[config.mk]
export PLATFORM = sky130hd
export DESIGN_NAME = rtc_timekeeper
export DESIGN_NICKNAME = d
export VERILOG_FILES = /design/src/rtl/rtc_pkg.sv /design/src/rtl/rtc_mod_counter.sv /design/src/rtl/rtc_timekeeper.sv
export SDC_FILE = /design/constraint.sdc
export NUM_CORES = 1
export LEC_CHECK = 0
export ABC_AREA = 1
export CORE_ASPECT_RATIO = 0.5
export CORE_UTILIZATION = 53
export CTS_CLUSTER_SIZE = 40
export DETAILED_ROUTE_END_ITERATION = 8
export PLACE_DENSITY = 0.85
export SYNTH_ARGS = -nofsm -noshare
export SYNTH_HDL_FRONTEND = slang
export SYNTH_SLANG_ARGS = --single-unit
[constraint.sdc]
create_clock -name clk -period 3.4 [get_ports clk]
set_clock_uncertainty 0.15 [all_clocks]
set_input_delay 0.51 -clock clk [delete_from_list [all_inputs] [get_ports clk]]
set_output_delay 0.51 -clock clk [all_outputs]
set_load 0.05 [all_outputs]
[src/rtl/rtc_pkg.sv]
// Shared widths, limits, alarm state encoding and 12h display helper for the RTC slice.
package rtc_pkg;

   localparam int HOUR_W = 5;
   localparam int MIN_W  = 6;
   localparam int SEC_W  = 6;

   localparam logic [HOUR_W-1:0] MAX_HOUR = 5'd23;
   localparam logic [MIN_W-1:0]  MAX_MIN  = 6'd59;
   localparam logic [SEC_W-1:0]  MAX_SEC  = 6'd59;

   typedef enum logic [1:0] {
      ALM_IDLE,
      ALM_RING,
      ALM_SNOOZE
   } alm_state_t;

   // Returns {pm, disp_hour}; midnight and noon both display as 12.
   function automatic logic [HOUR_W:0] to_12h(input logic [HOUR_W-1:0] hour);
      logic                pm_f;
      logic [HOUR_W-1:0]   h;
      pm_f = (hour >= 5'd12);
      if (hour == '0)
         h = 5'd12;
      else if (hour > 5'd12)
         h = hour - 5'd12;
      else
         h = hour;
      return {pm_f, h};
   endfunction

endpackage

[src/rtl/rtc_mod_counter.sv]
// Modulo-MOD counter with clear/load/increment; carry is combinational on the wrapping increment.
module rtc_mod_counter #(
   parameter int MOD = 60,
   parameter int W   = 6
) (
   input  logic         clk,
   input  logic         reset,
   input  logic         inc,
   input  logic         clr,
   input  logic         load,
   input  logic [W-1:0] ld_val,
   output logic [W-1:0] value,
   output logic         carry
);

   localparam logic [W-1:0] LAST = W'(MOD - 1);

   assign carry = inc & (value == LAST);

   always_ff @(posedge clk) begin
      if (reset || clr)
         value <= '0;
      else if (load)
         value <= ld_val;
      else if (inc)
         value <= carry ? '0 : value + W'(1);
   end

endmodule

[src/rtl/rtc_timekeeper.sv]
// Time-of-day counter with runtime set, 12/24h display, day rollover and snoozable alarm.
//
// state      | meaning
// -----------+-----------------------------------------------------------
// ALM_IDLE   | armed on the programmed target (if alm_en), not ringing
// ALM_RING   | alarm asserted on alm_irq, waiting for ack or snooze
// ALM_SNOOZE | silenced, armed on the snooze target
module rtc_timekeeper
   import rtc_pkg::*;
#(
   parameter int TICKS_PER_SEC = 100,
   parameter int SNOOZE_MIN    = 5
) (
   input  logic              clk,
   input  logic              reset,
   input  logic              clr,
   input  logic              pause,
   input  logic              mode_12h,
   input  logic              set_valid,
   output logic              set_ready,
   input  logic [HOUR_W-1:0] set_hour,
   input  logic [MIN_W-1:0]  set_min,
   input  logic [SEC_W-1:0]  set_sec,
   output logic              set_err,
   input  logic              alm_wr,
   input  logic [HOUR_W-1:0] alm_hour,
   input  logic [MIN_W-1:0]  alm_min,
   input  logic              alm_en,
   input  logic              alm_ack,
   input  logic              alm_snooze,
   output logic [HOUR_W-1:0] hour,
   output logic [MIN_W-1:0]  minute,
   output logic [SEC_W-1:0]  second,
   output logic [HOUR_W-1:0] disp_hour,
   output logic              pm,
   output logic              sec_tick,
   output logic              day_tick,
   output logic              alm_irq
);

   localparam int SUB_W = $clog2(TICKS_PER_SEC);

   logic              set_acc, set_in_range, set_load, run;
   logic [SUB_W-1:0]  sub_val;
   logic              unused_sub;
   logic              sub_carry, sec_carry, min_carry, hour_carry;
   logic [MIN_W-1:0]  new_min;
   logic [HOUR_W-1:0] new_hour;
   logic              alm_wr_ok, hit_alm, hit_snz;
   logic [HOUR_W-1:0] tgt_hour, snz_hour, snz_hour_nxt;
   logic [MIN_W-1:0]  tgt_min, snz_min, snz_min_nxt;
   logic [MIN_W:0]    snz_sum;
   alm_state_t        state, state_nxt;

   assign set_ready    = ~clr;
   assign set_acc      = set_valid & set_ready;
   assign set_in_range = (set_hour <= MAX_HOUR) && (set_min <= MAX_MIN) && (set_sec <= MAX_SEC);
   assign set_load     = set_acc & set_in_range;
   // Counting is suppressed by clr, an accepted in-range set, or pause.
   assign run          = ~clr & ~set_load & ~pause;

   rtc_mod_counter #(.MOD(TICKS_PER_SEC), .W(SUB_W)) u_sub (
      .clk(clk), .reset(reset), .inc(run), .clr(clr), .load(set_load),
      .ld_val('0), .value(sub_val), .carry(sub_carry)
   );

   rtc_mod_counter #(.MOD(60), .W(SEC_W)) u_sec (
      .clk(clk), .reset(reset), .inc(sub_carry), .clr(clr), .load(set_load),
      .ld_val(set_sec), .value(second), .carry(sec_carry)
   );

   rtc_mod_counter #(.MOD(60), .W(MIN_W)) u_min (
      .clk(clk), .reset(reset), .inc(sec_carry), .clr(clr), .load(set_load),
      .ld_val(set_min), .value(minute), .carry(min_carry)
   );

   rtc_mod_counter #(.MOD(24), .W(HOUR_W)) u_hour (
      .clk(clk), .reset(reset), .inc(min_carry), .clr(clr), .load(set_load),
      .ld_val(set_hour), .value(hour), .carry(hour_carry)
   );

   assign unused_sub = ^sub_val;

   assign {pm, disp_hour} = mode_12h ? to_12h(hour) : {1'b0, hour};

   // hour:minute as it will read after the current second wraps.
   assign new_min  = (minute == MAX_MIN) ? '0 : minute + MIN_W'(1);
   assign new_hour = (minute != MAX_MIN) ? hour :
                     (hour == MAX_HOUR) ? '0 : hour + HOUR_W'(1);

   assign alm_wr_ok = alm_wr && (alm_hour <= MAX_HOUR) && (alm_min <= MAX_MIN);
   assign hit_alm   = sec_carry && (new_hour == tgt_hour) && (new_min == tgt_min);
   assign hit_snz   = sec_carry && (new_hour == snz_hour) && (new_min == snz_min);

   always_comb begin
      snz_sum      = {1'b0, snz_min} + (MIN_W+1)'(SNOOZE_MIN);
      snz_min_nxt  = snz_sum[MIN_W-1:0];
      snz_hour_nxt = snz_hour;
      if (snz_sum > {1'b0, MAX_MIN}) begin
         snz_min_nxt  = snz_min + MIN_W'(SNOOZE_MIN) - MIN_W'(60);
         snz_hour_nxt = (snz_hour == MAX_HOUR) ? '0 : snz_hour + HOUR_W'(1);
      end
   end

   always_comb begin
      state_nxt = state;
      if (!alm_en) begin
         state_nxt = ALM_IDLE;
      end else begin
         case (state)
            ALM_IDLE:   if (hit_alm) state_nxt = ALM_RING;
            ALM_RING:   if (alm_ack) state_nxt = ALM_IDLE;
                        else if (alm_snooze) state_nxt = ALM_SNOOZE;
            ALM_SNOOZE: if (alm_wr_ok) state_nxt = ALM_IDLE;
                        else if (hit_snz) state_nxt = ALM_RING;
            default:    state_nxt = ALM_IDLE;
         endcase
      end
   end

   always_ff @(posedge clk) begin
      if (reset) begin
         state    <= ALM_IDLE;
         alm_irq  <= 1'b0;
         tgt_hour <= '0;
         tgt_min  <= '0;
         snz_hour <= '0;
         snz_min  <= '0;
         set_err  <= 1'b0;
         sec_tick <= 1'b0;
         day_tick <= 1'b0;
      end else begin
         state    <= state_nxt;
         alm_irq  <= (state_nxt == ALM_RING);
         set_err  <= set_acc & ~set_in_range;
         sec_tick <= sub_carry;
         day_tick <= hour_carry;
         if (alm_wr_ok) begin
            tgt_hour <= alm_hour;
            tgt_min  <= alm_min;
         end
         // Snooze target chains from whichever target last rang.
         if (state == ALM_IDLE && state_nxt == ALM_RING) begin
            snz_hour <= tgt_hour;
            snz_min  <= tgt_min;
         end else if (state == ALM_RING && state_nxt == ALM_SNOOZE) begin
            snz_hour <= snz_hour_nxt;
            snz_min  <= snz_min_nxt;
         end
      end
   end

endmodule
==> metrics.yaml, run 1 <==
status: "finished, final reports clean"
grt-ovfl-total: 0
wl_um: 10330
setup_tns_ns: 0
yosys-top-cells-area: "dfxtp_1 28%, nand2_1 15%, nand3_1 9.3%, nor2_1 7.9%, inv_1 7.6%"
tritoncts: "done"
pwr_density_cell_mw_per_mm2: 301.0
dr_total_vias: 4177
crit_start: "u_hour.value[0]"
async_flop_share: 0
die_w_um: 119.7
crit_required_ns: 2.74
postLayoutCoreUtil: 0.7144
slew_headroom: 0.5802
nets: 705
min_path_cells: 2
rr_worst_depth: 16
fin_crit_ns: 3.177
row_count: 20
die_y_um: 60.83
start_util: 0.5772
cts_root_buf: "clkbuf_16"
place.gp.congestion: 0.9410
fin_ws_ns: 0.2228
grt_pass1_wl_um: 16670
worst_setup_path_end_kind: "primary output"
synth.most_common_cell: "nand2_1"
grt_max_degree: 26
port_buffers: 65
synth_warnings: 0
ys_types: 37
drt-pass1-iter-count: 6
crit_chain: "inv_1 > ha_1 > nand3_1 > nand2_1 > nor2_1 > nand2_1 > o211ai_1 > clkdlybuf4s50_1"
syn_avg_cell_area_um2: 6.207
cts.htree.levels: 2
grt_pass1_vias: 3603
hold_slack_ns: 0.3238
synth_edf_count: 0
cts.repair.resized: 0
hold_path.class: "flop to flop"
synth_area_mm2: 0.003669
r2r_end: "snz_hour[4]"
r2r_start: "u_min.value[0]"
finalSetupViolations: 0
r2r_slack_ns: 0.35
drive_above_1_share: 0.05175
synth_ff_type: "dfxtp_1"
synthesis.instances: 591
synth_top_area_share: 0.2838
core_mm2: 0.006356
maxSlewViolCount: 0
post-place-ws_ns: 0.3176
syn2layout_area_growth_pct: 23.77
drc: 0
synthTopCellsByCount: "148 x nand2_1, 77 x nor2_1, 74 x inv_1"
cp_common_cell: "nand2_1"
p_leak_uw: 0.002013
dpl.cell_count: 737
crit_arrival_ns: 2.52
max_cap_viol_count: 0
cts.reportedPaths.clkPinSlew_ns: 0.06
viasPerCell: 5.607
instances_no_fill: 745
antenna_found_initial: 0
cts_setup_buffers: 0
dp_hpwl_um: 8039
synth_top_area_cell: "dfxtp_1"
cpMaxStageDelayCell: "clkdlybuf4s50_1"
gr-usage-all-layers: 0.2929
insertion_delay_ns: 0.29
startpoint_type: "flop"
syn_nets: 640
routedWlPerCell_um: 13.87
ys_ff_latch: 52
ctsHoldBuffers: 0
cts_buffers: 5
cpPeakStageDelay_ns: 0.82
io_pins: 66
rsz0062_at_grt: "no"
clock_sinks: 52
diodes: 0
fmax_mhz: 314.7
first_iter_violations: 453
ys_seq_area_frac: 0.2838
finalHoldViolations: 0
period_share: 0.9345
vdd_drop_max_mv: 0.1789
worstSetupPathType: "flop to primary output"
die_area_mm2: 0.007279
clockBufferDepth: 2
worst_pin_slew_ns: 0.6277
critPathMaxFanout: 7
ant_nets: 0
endpoint: "disp_hour[3]"
-- metal layers --
metal	track usage	vias to the layer above	share of wire	routed length [um]
met5	0	-	0	0
met4	0.04821	0	0.0046	48
met3	0.06767	7	0.10	1037
met2	0.4756	210	0.43	4489
met1	0.4074	1890	0.46	4758
li1	-	2070	-	-
-- power by group --
part           total, uW  internal, uW  switching (uW)
Combinational        216          90.4             126
Clock                509           294             215
Sequential           641           625            16.1
-- registers in the layout (all words and copies together) (netlist names), 2 cells and up --
name	count
u_sec.value	6
snz_min	6
state	2
u_hour.value	5
tgt_hour	5
u_min.value	6
tgt_min	6
snz_hour	5
u_sub.value	7
-- area by class of cell --
type                       instances  area [um^2]
tap                               88        110.1
multi-input combinational        447         2247
clock buffer                       8        146.4
sequential                        52         1041
inverter                          78        292.8
timing repair buffer              72        703.2
fill                             550         1815
-- worst min-delay path by stage --
stage,from,to,slack [ns]
2_1_floorplan,u_sub.value[6],u_sub.value[6],0.29
6_report,u_sub.value[6],u_sub.value[6],0.32
5_1_grt,u_sub.value[6],u_sub.value[6],0.34
3_3_place_gp,u_sub.value[6],u_sub.value[6],0.31
4_1_cts,u_sub.value[6],u_sub.value[6],0.33
3_5_place_dp,u_sub.value[6],u_sub.value[6],0.32
-- cells in the final DEF, fill, tap and decap left out, drive strengths merged, types with 5 or more instances in the layout --
| master | instances |
|---|---|
| nand2 | 156 |
| nor2 | 82 |
| inv | 78 |
| nand3 | 71 |
| clkdlybuf4s50 | 65 |
| dfxtp | 52 |
| a21oi | 32 |
| nand4 | 28 |
| o21ai | 23 |
| ha | 11 |
| nor3 | 9 |
| xor2 | 8 |
| clkbuf | 8 |
| buf | 7 |
| a22oi | 5 |
-- worst max-delay path: cells and delay by family, from the launching register on --
kind            cells  cell delay [ns]
simple gates        4             0.46
buf+inv             2             0.98
flops               1             0.45
compound gates      1             0.09
fa+ha+maj           1             0.26
-- metrics by stage --
| stage | total power, uW | area [um^2] |
|---|---|---|
| floorplan | 774.8 | 3669 |
| global placement | 864.6 | 4394 |
| detailed placement | 867.6 | 4394 |
| CTS | 1368 | 4541 |
| global route | 1418 | 4541 |
| finish | 1367 | 4541 |
-- cell families after synthesis --
logic type               count (synthesis)  synth area share
AO/OA/AOI/OAI                           75            0.1156
flip-flops                              52            0.2838
buffers and inverters                   92            0.1037
XOR/XNOR                                10           0.02388
AND/OR/NAND/NOR                        350            0.4328
multiplexers                             1          0.002729
adder cells (fa/ha/maj)                 11           0.03752
(Power assumes the default switching activity.)
==> run 2, diff against run 1 <==
--- a/config.mk
+++ b/config.mk
@@ -6,6 +6,7 @@
 export NUM_CORES = 1
 export LEC_CHECK = 0
 export ABC_AREA = 1
+export ABC_CLOCK_PERIOD_IN_PS = 3400
 export CORE_ASPECT_RATIO = 0.5
 export CORE_UTILIZATION = 53
 export CTS_CLUSTER_SIZE = 40
==> results of run 2 <==
No change in the layout: final DEF, timing and power equal those of run 1.
